===== config.mk =====
export PLATFORM = sky130hd
export DESIGN_NAME = ps2_key_decoder
export DESIGN_NICKNAME = d
export VERILOG_FILES = /design/src/rtl/ps2_key_decoder.sv
export SDC_FILE = /design/constraint.sdc
export NUM_CORES = 1
export LEC_CHECK = 0
export ABC_AREA = 1
export CORE_MARGIN = 5
export CORE_UTILIZATION = 30
export CTS_CLUSTER_SIZE = 10
export DETAILED_ROUTE_END_ITERATION = 6
export GPL_ROUTABILITY_DRIVEN = 0
export PLACE_DENSITY = 0.47
export REMOVE_ABC_BUFFERS = 1
export SYNTH_ARGS = -nofsm -noshare
export SYNTH_HDL_FRONTEND = slang
export SYNTH_SLANG_ARGS = --single-unit

===== constraint.sdc =====
create_clock -name clk -period 3.1 [get_ports clk]
set_input_delay 0.775 -clock clk [delete_from_list [all_inputs] [get_ports clk]]
set_output_delay 0.775 -clock clk [all_outputs]
set_load 0.02 [all_outputs]

===== src/rtl/ps2_key_decoder.sv =====
`default_nettype none
// ============================================================================
//  Module   : ps2_key_decoder
//  Purpose  : PS/2 keyboard frame receiver that turns make/break scan codes
//             for W/S and the Up/Down arrows into held-key level vectors
//             for the left and right pads.
//  Revision : 1.0  initial release
// ============================================================================
module ps2_key_decoder #(
  parameter int unsigned TIMEOUT_CYCLES = 5000,
  parameter logic [7:0]  CODE_L_UP      = 8'h1D,
  parameter logic [7:0]  CODE_L_DN      = 8'h1B,
  parameter logic [7:0]  CODE_R_UP      = 8'h75,
  parameter logic [7:0]  CODE_R_DN      = 8'h72
) (
  input  logic       clk,
  input  logic       rst,
  input  logic       ps2_clk,
  input  logic       ps2_data,
  output logic [1:0] keys_left,
  output logic [1:0] keys_right,
  output logic       byte_valid,
  output logic [7:0] byte_data,
  output logic       frame_err
);

  localparam int unsigned C_CNT_W = (TIMEOUT_CYCLES > 1) ? $clog2(TIMEOUT_CYCLES) : 1;
  localparam logic [C_CNT_W-1:0] C_TO_LAST = C_CNT_W'(TIMEOUT_CYCLES - 1);
  localparam logic [7:0] C_EXT = 8'hE0;
  localparam logic [7:0] C_BRK = 8'hF0;

  typedef enum logic [1:0] {
    S_IDLE   = 2'd0,
    S_DATA   = 2'd1,
    S_PARITY = 2'd2,
    S_STOP   = 2'd3
  } state_t;

  // Synchroniser stages and previous-clock register (idle-high lines)
  logic clk_s1_q, clk_s2_q, clk_prev_q;
  logic dat_s1_q, dat_s2_q;

  state_t             state_q, state_d;
  logic [2:0]         bitcnt_q, bitcnt_d;
  logic [7:0]         shift_q, shift_d;
  logic               par_q, par_d;
  logic [C_CNT_W-1:0] tocnt_q, tocnt_d;
  logic               ext_q, ext_d;
  logic               brk_q, brk_d;
  logic [1:0]         kl_q, kl_d;
  logic [1:0]         kr_q, kr_d;
  logic               bv_q, bv_d;
  logic [7:0]         bd_q, bd_d;
  logic               fe_q, fe_d;

  logic w_fall;
  logic w_data;
  logic w_timeout;
  logic w_good;

  // Two-flop synchronisers on both PS/2 lines plus edge-detect history
  always_ff @(posedge clk or posedge rst) begin
    if (rst) begin
      clk_s1_q   <= 1'b1;
      clk_s2_q   <= 1'b1;
      clk_prev_q <= 1'b1;
      dat_s1_q   <= 1'b1;
      dat_s2_q   <= 1'b1;
    end else begin
      clk_s1_q   <= ps2_clk;
      clk_s2_q   <= clk_s1_q;
      clk_prev_q <= clk_s2_q;
      dat_s1_q   <= ps2_data;
      dat_s2_q   <= dat_s1_q;
    end
  end

  assign w_fall    = clk_prev_q & ~clk_s2_q;
  assign w_data    = dat_s2_q;
  // A falling edge restarts the watchdog, so it only fires on a quiet line
  assign w_timeout = (state_q != S_IDLE) && !w_fall && (tocnt_q == C_TO_LAST);
  // Odd parity across the eight data bits and the parity bit, stop bit high
  assign w_good    = w_data & (^{shift_q, par_q});

  // Frame state, decode flags and registered outputs
  always_ff @(posedge clk or posedge rst) begin
    if (rst) begin
      state_q  <= S_IDLE;
      bitcnt_q <= 3'd0;
      shift_q  <= 8'd0;
      par_q    <= 1'b0;
      tocnt_q  <= '0;
      ext_q    <= 1'b0;
      brk_q    <= 1'b0;
      kl_q     <= 2'b00;
      kr_q     <= 2'b00;
      bv_q     <= 1'b0;
      bd_q     <= 8'd0;
      fe_q     <= 1'b0;
    end else begin
      state_q  <= state_d;
      bitcnt_q <= bitcnt_d;
      shift_q  <= shift_d;
      par_q    <= par_d;
      tocnt_q  <= tocnt_d;
      ext_q    <= ext_d;
      brk_q    <= brk_d;
      kl_q     <= kl_d;
      kr_q     <= kr_d;
      bv_q     <= bv_d;
      bd_q     <= bd_d;
      fe_q     <= fe_d;
    end
  end

  // Next-state: frame reception, watchdog and scan-code interpretation
  always_comb begin
    state_d  = state_q;
    bitcnt_d = bitcnt_q;
    shift_d  = shift_q;
    par_d    = par_q;
    ext_d    = ext_q;
    brk_d    = brk_q;
    kl_d     = kl_q;
    kr_d     = kr_q;
    bv_d     = 1'b0;
    bd_d     = bd_q;
    fe_d     = 1'b0;

    if ((state_q == S_IDLE) || w_fall) begin
      tocnt_d = '0;
    end else begin
      tocnt_d = tocnt_q + 1'b1;
    end

    case (state_q)
      S_IDLE: begin
        // A high data line at a clock edge is not a start bit; ignore it
        if (w_fall && !w_data) begin
          state_d  = S_DATA;
          bitcnt_d = 3'd0;
        end
      end
      S_DATA: begin
        if (w_fall) begin
          shift_d  = {w_data, shift_q[7:1]};
          bitcnt_d = bitcnt_q + 3'd1;
          if (bitcnt_q == 3'd7) begin
            state_d = S_PARITY;
          end
        end
      end
      S_PARITY: begin
        if (w_fall) begin
          par_d   = w_data;
          state_d = S_STOP;
        end
      end
      S_STOP: begin
        if (w_fall) begin
          state_d = S_IDLE;
          if (w_good) begin
            bv_d = 1'b1;
            bd_d = shift_q;
            if (shift_q == C_EXT) begin
              ext_d = 1'b1;
            end else if (shift_q == C_BRK) begin
              brk_d = 1'b1;
            end else begin
              // Plain codes only drive the left pad, E0 codes only the right
              if (!ext_q) begin
                if (shift_q == CODE_L_UP) kl_d[1] = ~brk_q;
                if (shift_q == CODE_L_DN) kl_d[0] = ~brk_q;
              end else begin
                if (shift_q == CODE_R_UP) kr_d[1] = ~brk_q;
                if (shift_q == CODE_R_DN) kr_d[0] = ~brk_q;
              end
              ext_d = 1'b0;
              brk_d = 1'b0;
            end
          end else begin
            fe_d  = 1'b1;
            ext_d = 1'b0;
            brk_d = 1'b0;
          end
        end
      end
      default: begin
        state_d = S_IDLE;
      end
    endcase

    // Abandoned frame: drop partial data and any pending prefix
    if (w_timeout) begin
      state_d  = S_IDLE;
      fe_d     = 1'b1;
      bv_d     = 1'b0;
      shift_d  = 8'd0;
      bitcnt_d = 3'd0;
      tocnt_d  = '0;
      ext_d    = 1'b0;
      brk_d    = 1'b0;
    end
  end

  assign keys_left  = kl_q;
  assign keys_right = kr_q;
  assign byte_valid = bv_q;
  assign byte_data  = bd_q;
  assign frame_err  = fe_q;

endmodule
`default_nettype wire

; ---- Word level (Yosys, flattened, before mapping)
; Index checks and enable logic that the tools add are counted.
[totals]
regBits = 48
output_inout_bits = 14
elab_cells = 106
input_bits = 4
[op_classes]
bitwise = 7
n_addsub = 2
eq_ne = 18
muxes = 36
reduce_logical = 24
[ops]
columns = cell, n
row1 = 7-bit AND reduction, 4
row2 = 13-bit 2-to-1 mux, 2
row3 = 8-bit 2-to-1 mux, 3
row4 = 1-bit 2-to-1 mux, 20
row5 = "8-bit by 5-bit equality test with 1-bit output, second input constant", 2
row6 = "8-bit by 7-bit equality test with 1-bit output, second input constant", 2
row7 = "8-bit equality test, second input constant", 2
row8 = "3-bit != test, second input constant", 5
row9 = "13-bit by 1-bit adder with 13-bit output, second input constant", 1
row10 = "13-bit equality test, second input constant", 1
row11 = 2-bit 2-to-1 mux, 6
row12 = 3-bit AND reduction, 4
row13 = 3-bit 2-to-1 mux, 3
row14 = 9-bit parity, 1
row15 = 2-bit case mux with 4 select lines, 1
row16 = 2-bit nonzero test, 4
row17 = 3-bit case mux with 2 select lines, 1
row18 = 1-bit inverter, 5
row19 = 5-bit AND reduction, 1
row20 = "2-bit equality test, second input constant", 2
row21 = "4-bit != test, second input constant", 1
row22 = 2-bit AND reduction, 2
row23 = "3-bit by 1-bit adder with 3-bit output, second input constant", 1
row24 = "3-bit equality test, second input constant", 1
row25 = 8 further kinds, 12

; ---- Depth between registers and ports, before layout
; Gate-level depths: netlist of run 1.
[depth]
depth_word = 7
mapped_depth = 14

; ---- Worst setup path before layout of run 1
; OpenSTA, ideal clock, no wires.
[synth_timing]
path_kind = register to register
start = reg state_q[0]
end = reg bitcnt_q[0]
path_buffers = 0
arrival_ns = 1.512
slack_ns = 1.462
path_stages_with_launch = 11
synth_period_minus_slack_ns = 1.638
t_required_ns = 2.973
path_cell_list = dfrtp_1 > inv_1 > ha_1 > inv_1 > nand3_1 > nor3_2 > nand2_2 > nand3_1 > nand3_1 > nand2_1 > o21ai_0
[synth_between]
elab_chain_cells = 5
elab_cells_between_ends = 11
[synth_lines]
columns = element, line
row1 = from (decl), 43  ; state_t state_q, state_d;
row2 = from (signal assigned), 101  ; state_q <= state_d;
row3 = 2-bit nonzero test, 81  ; assign w_timeout = (state_q != S_IDLE) && !w_fall && (tocnt_q == C_TO_LAST);
row4 = 1-bit logical AND (2 in series), 81
row5 = "3-bit by 2-bit != test with 1-bit output (no source line), or another cell as far along", --
row6 = 3-bit AND reduction (no source line), --
row7 = to (signal assigned), 102  ; bitcnt_q <= bitcnt_d;
row8 = to (decl), 44  ; logic [2:0] bitcnt_q, bitcnt_d;
; Several ways; a longest one is shown, not always the timed one.
; A chain may end at the register's enable or synchronous reset.

; ---- Final worst setup path of run 1
[layout_timing]
start = reg bd_q[0] (netlist: byte_data[0])
end = out byte_data[0]
[layout_rtl]
columns = element, line
row1 = from (decl), 53  ; logic [7:0] bd_q, bd_d;
row2 = from (signal assigned), 98  ; bd_q <= 8'd0;
row3 = from (signal assigned), 111  ; bd_q <= bd_d;
row4 = to (decl), 23  ; output logic [7:0] byte_data,
; No word-level cell between the ends.

==> results.json, run 1 <==
{
  "finalHoldViolCount": 0,
  "crit_slowest_cell": "clkdlybuf4s50_1",
  "cp_cell_sequence": "clkdlybuf4s50_1",
  "cellPowerDensity_nw_per_um2": 712,
  "synth_top_area_cell": "dfrtp_1",
  "multiInputGateArea_um2": 1180,
  "hold_slack_ns": 0.360,
  "via_per_inst": 4.54,
  "grt_usage_pct": 11.8,
  "synth_top_cell_area_share_pct": 41.1,
  "worstPathArrival_ns": 1.29,
  "die_y_um": 103,
  "cts_buffers": 5,
  "initial_utilization_pct": 30.5,
  "netlist-cell-type-count": 33,
  "min-delay-start": "clk_s1_q",
  "vdd.ir_drop.worst_uv": 247,
  "critPathTopFamily": "buffers and inverters",
  "yosysSeqAreaShare_pct": 46.1,
  "async_reset_ff_share_pct": 100,
  "grt_pass1_wl_mm": 9.77,
  "io_pins": 18,
  "syn_inst": 316,
  "leakage_nw": 1.37,
  "setup_viol": 0,
  "synth_area_leaders": "dfrtp_1 41%, nand2_1 8.5%, nand3_1 6.3%",
  "hp-class": "flop to flop",
  "synth_edf_count": 0,
  "skew_ns": 0.0145,
  "ys_warn_count": 0,
  "crit_required_ns": 2.32,
  "drt-total-wl_mm": 5.59,
  "clk_pin_slew_ns": 0.10,
  "finalMaxSlewViolations": 0,
  "dr_wl_met2_mm": 2.60,
  "rr_startpoint": "state_q[0]",
  "portBuffers": 17,
  "syn2layout_area_growth_pct": 15.0,
  "placementRows": 34,
  "drt-pass1-iter-count": 5,
  "drt-met1-wl_mm": 2.72,
  "ys.flop_type": "dfrtp_1",
  "core-area_um2": 8590,
  "drive_above_1_share_pct": 15.0,
  "crit_buf_inv": 1,
  "antenna_cells": 0,
  "postRouteAntennaNets": 0,
  "met3_length_um": 169,
  "routed-via-count": 2030,
  "max_stage_delay_ns": 0.61,
  "htree_levels": 2,
  "reg2reg_depth": 10,
  "root_buffer": "clkbuf_8",
  "die_w_um": 103,
  "nets": 349,
  "grt_max_degree": 27,
  "rsz0062_at_grt": "no",
  "post-route-min-period_ns": 2.07,
  "fillers": 905,
  "maxUsedRoutingLayer": "met4",
  "critPathKind": "flop to output port",
  "period_share_pct": 66.6,
  "cts_setup_buffers": 0,
  "fmax_mhz": 484,
  "cts_hold_repair.buffers": 0,
  "grt_overflow": 0,
  "tightest_slew_ns": 0.563,
  "holdPathEnd": "clk_s2_q",
  "clkLatencyLatePin_ns": 0.31,
  "holdPathStages": 0,
  "cts.sinks": 48,
  "synth.avg_cell_area_um2": 8.28,
  "status": "finished, final reports clean",
  "fin_setup_tns_ns": 0,
  "cts_tree": "yes",
  "start_kind": "flop",
  "drc": 0,
  "r2r_slack_ns": 1.19,
  "synthesis.area_um2": 2620,
  "wl_per_cell_um": 12.5,
  "dp.final_hpwl_mm": 4.24,
  "cts_resized": 0,
  "ys_seq_elements": 48,
  "dieArea_um2": 10700,
  "grt_pass1_vias": 2007,
  "cp_max_fo": 2,
  "clk_path_buf_depth": 2,
  "end_kind": "output port",
  "relSlewSlack_pct": 62.4,
  "antenna_found_initial": 0,
  "drt_first_iter_violations": 49,
  "maxCapViolCount": 0,
  "ff_latch_area_um2": 1210,
  "r2r-end": "bitcnt_q[2]"
}
==> power breakdown <==
part           switching [W]  total (W)  internal (W)
clock network       0.000225   0.000464      0.000239
logic               0.000574   0.000846      0.000271
registers           0.000107   0.000835      0.000727
total               0.000906    0.00214       0.00124
==> synth_stat cells, types with 2 or more instances <==
library cell / instances
dfrtp_1: 43
nand2_2: 9
inv_1: 42
nand3_1: 33
nand4_1: 14
buf_6: 3
xor2_1: 6
dfstp_2: 5
o21ai_0: 16
nor4_1: 4
a21oi_1: 2
nand3_2: 2
nor3_1: 7
o21ai_2: 9
ha_1: 7
nor3b_1: 2
inv_2: 7
nor2_1: 32
nand2_1: 59
==> cell usage in the layout, fill, tap and decap left out <==
master | netlist | routed
a211oi_1 | 1 | 1
a21boi_1 | 1 | 1
a21boi_2 | 1 | 1
a21oi_1 | 2 | 2
buf_4 | 0 | 2
bufinv_16 | 0 | 1
clkbuf_8 | 0 | 5
clkdlybuf4s50_1 | 0 | 17
clkinv_1 | 1 | 1
clkinv_2 | 0 | 1
clkinvlp_4 | 0 | 1
dfrtp_1 | 43 | 43
dfstp_2 | 5 | 5
ha_1 | 7 | 7
inv_1 | 42 | 41
inv_2 | 7 | 8
nand2_1 | 59 | 59
nand2_2 | 9 | 9
nand2_4 | 1 | 1
nand3_1 | 33 | 33
nand3_2 | 2 | 2
nand3_4 | 1 | 1
nand4_1 | 14 | 14
nand4_4 | 1 | 1
nor2_1 | 32 | 32
nor2_2 | 1 | 1
nor2_4 | 1 | 1
nor3_1 | 7 | 7
nor3_2 | 1 | 1
nor3b_1 | 2 | 2
nor3b_2 | 1 | 1
nor4_1 | 4 | 4
o211ai_1 | 1 | 1
o21ai_0 | 16 | 16
o21ai_1 | 1 | 1
o21ai_2 | 9 | 9
xor2_1 | 6 | 6
==> metrics by stage <==
step / power (W) / util [%] / cell area [um2] / setup slack [ns] / instances
after floorplan: 0.00148 / - / 2580 / 1.19 / 312
after global placement: 0.00169 / 33.7 / 2900 / 1.20 / 439
after detailed placement: 0.00170 / 33.7 / 2900 / 1.18 / 439
after CTS: 0.00217 / 35.0 / 3010 / 1.02 / 447
after global routing: 0.00233 / 35.0 / 3010 / 0.974 / 447
final: 0.00214 / 35.0 / 3010 / 1.03 / 447
==> area by class of cell <==
cell class                      count  share of cell area, %
Inverter                           50                   6.23
Sequential cell                    48                   40.1
Timing Repair Buffer               19                   6.15
Multi-Input combinational cell    214                   39.3
Clock inverter                      3                   1.41
Tap cell                          108                   4.49
Clock buffer                        5                   2.29
==> cells by family after synthesis <==
| group | count (synthesis) | share of synthesized area [%] |
|---|---|---|
| DFF | 48 | 46.1 |
| buffers and inverters | 54 | 8.65 |
| adders and majority gates | 7 | 3.35 |
| xor gates and xnor gates | 6 | 2.01 |
| AOI/OAI and AO/OA | 32 | 7.94 |
| and+or+nand+nor | 169 | 31.9 |
==> how the worst max path moves through the flow <==
stage | cells past startpoint | slack [ns] | to | startpoint
floorplan | 1 | 1.19 | bitcnt_q[0] | rst
global placement | 10 | 1.20 | bitcnt_q[2] | state_q[0]
detailed placement | 10 | 1.18 | bitcnt_q[0] | state_q[0]
CTS | 1 | 1.02 | byte_data[0] | byte_data[0]
global route | 1 | 0.97 | byte_data[0] | byte_data[0]
finish | 1 | 1.03 | byte_data[0] | byte_data[0]
==> sequential cells by signal (all words and copies together), names as in the netlist <==
register / flops
byte_valid: 1
state_q: 2
clk_s2_q: 1
clk_prev_q: 1
bitcnt_q: 3
clk_s1_q: 1
dat_s1_q: 1
keys_right: 2
brk_q: 1
shift_q: 8
frame_err: 1
keys_left: 2
tocnt_q: 13
byte_data: 8
ext_q: 1
par_q: 1
dat_s2_q: 1
==> per-layer routing <==
metal  vias to the layer above  track usage, %
met1                       917            15.6
li1                       1071               -
met4                         0            4.38
met2                        34            18.5
met5                         -               0
met3                         8            2.88
Note: power is estimated with default switching activity, not from simulation.
==> run 2, diff against run 1 <==
- PLACE_DENSITY: 0.47 -> 0.49
- clock period: 3.1 -> 1.72 ns (I/O delays scaled with it)
==> results.json, run 2 (synthesis results as in run 1) <==
{
  "fmax_mhz": 604,
  "min-delay-start": "clk_s1_q",
  "cp_max_fo": 1,
  "crit_required_ns": 1.29,
  "io_pins": 18,
  "placementRows": 34,
  "holdPathStages": 0,
  "start_kind": "flop",
  "htree_levels": 2,
  "critPathTopFamily": "buffers and inverters",
  "largest_register_ffs": 13,
  "finalMaxSlewViolations": 0,
  "syn2layout_area_growth_pct": 28.3,
  "grt_pass1_vias": 2113,
  "end_kind": "output port",
  "grt_usage_pct": 11.2,
  "cp_cell_sequence": "clkdlybuf4s50_1",
  "initial_utilization_pct": 30.5,
  "drt-total-wl_mm": 5.79,
  "tightest_slew_ns": 0.462,
  "leakage_nw": 1.71,
  "grt_overflow": 0,
  "worstPathArrival_ns": 1.23,
  "cellPowerDensity_nw_per_um2": 1270,
  "postRouteAntennaNets": 0,
  "grt_pass1_wl_mm": 9.66,
  "setup_ws_ns": 0.0631,
  "drive_above_1_share_pct": 27.6,
  "clk_pin_slew_ns": 0.10,
  "clkLatencyLatePin_ns": 0.30,
  "relSlewSlack_pct": 68.9,
  "maxCapViolCount": 0,
  "r2r-end": "state_q[0]",
  "clk_path_buf_depth": 2,
  "nets": 376,
  "finalHoldViolCount": 0,
  "hold_slack_ns": 0.360,
  "portBuffers": 17,
  "skew_ns": 0.0110,
  "grt_max_degree": 33,
  "rsz0062_at_grt": "yes",
  "r2r_slack_ns": 0.10,
  "final_common_cell": "nand2_1",
  "drt-pass1-iter-count": 6,
  "hp-class": "flop to flop",
  "max_stage_delay_ns": 0.59,
  "setup_viol": 0,
  "cts_buffers": 5,
  "cts_tree": "yes",
  "routed-via-count": 2197,
  "period_share_pct": 96.3,
  "root_buffer": "clkbuf_8",
  "crit_buf_inv": 1,
  "rr_startpoint": "clk_s2_q",
  "antenna_found_initial": 0,
  "reg2reg_depth": 9,
  "dp.final_hpwl_mm": 4.18,
  "die_w_um": 103,
  "dieArea_um2": 10700,
  "die_y_um": 103,
  "cts.sinks": 48,
  "crit_slowest_cell": "clkdlybuf4s50_1",
  "post-place-ws_ns": -0.0183,
  "final_cell_mix": "57 x nand2_1, 42 x dfrtp_1, 37 x inv_1",
  "drt_first_iter_violations": 94,
  "critPathKind": "flop to output port",
  "status": "finished, final reports clean",
  "regMostFlops": "tocnt_q",
  "core-area_um2": 8590,
  "wl_per_cell_um": 12.2,
  "via_per_inst": 4.64,
  "drc": 0,
  "post-route-min-period_ns": 1.66,
  "antenna_cells": 0,
  "vdd.ir_drop.worst_uv": 563,
  "holdPathEnd": "clk_s2_q"
}
[run 2: final cells by class]
class | count | area, um2
Fill cell | 873 | 5240
Multi-Input combinational cell | 215 | 1320
Sequential cell | 48 | 1210
Timing Repair Buffer | 45 | 415
Inverter | 50 | 188
Tap cell | 108 | 135
Clock buffer | 6 | 82.6
Clock inverter | 2 | 13.8
[run 2: repair_timing]
| action | CTS | global route |
|---|---|---|
| setup buffers | 0 | 8 |
| gates resized for setup | 7 | 39 |
| hold buffers | 0 | 0 |
| gates cloned | 0 | 1 |
| pin swaps | 0 | 8 |
| endpoints found under the setup margin | 8 | 40 |
[run 2: worst max-delay path by stage]
stage,cells after the start,from,endpoint
2_1_floorplan,10,state_q[0],bitcnt_q[0]
6_report,1,frame_err,frame_err
3_5_place_dp,10,state_q[0],bitcnt_q[0]
3_3_place_gp,10,tocnt_q[0],tocnt_q[7]
4_1_cts,1,byte_data[4],byte_data[4]
5_1_grt,10,state_q[0],state_q[0]
[run 2: worst reg2reg max path, stage by stage (launching register included)]
cell and delay [ns]:
dfstp_2 0.54, inv_2 0.03, nand2_2 0.05, nand3_2 0.09, nor3_4 0.25, nand2_4 0.11
o211ai_1 0.16, nand3_1 0.14, nand2_1 0.08, nand2_1 0.05
[run 2: through the flow]
step	instance area (um2)	utilization [%]	setup TNS, ns	power (W)	std cells
after CTS	3160	36.7	0	0.00401	465
after global placement	3050	35.5	0	0.00323	457
after detailed placement	3050	35.5	-0.0229	0.00325	457
after global routing	3360	39.1	-0.0558	0.00464	474
final	3360	39.1	0	0.00427	474
after floorplan	2580	-	0	0.00267	312
[run 2: power breakdown]
group,leakage (nW),internal (W),switching (W)
logic,1.02,0.000818,0.00125
clock network,0.0516,0.000330,0.000398
registers,0.640,0.00131,0.000171
total,1.71,0.00246,0.00181
[run 2: layer usage]
metal	track usage, %	vias to the layer above	part of all wire (%)
met5	0	-	0
met2	19.2	26	50
met4	2.39	0	1.2
met1	14.7	1033	46
met3	2.21	7	3.1
li1	-	1131	-
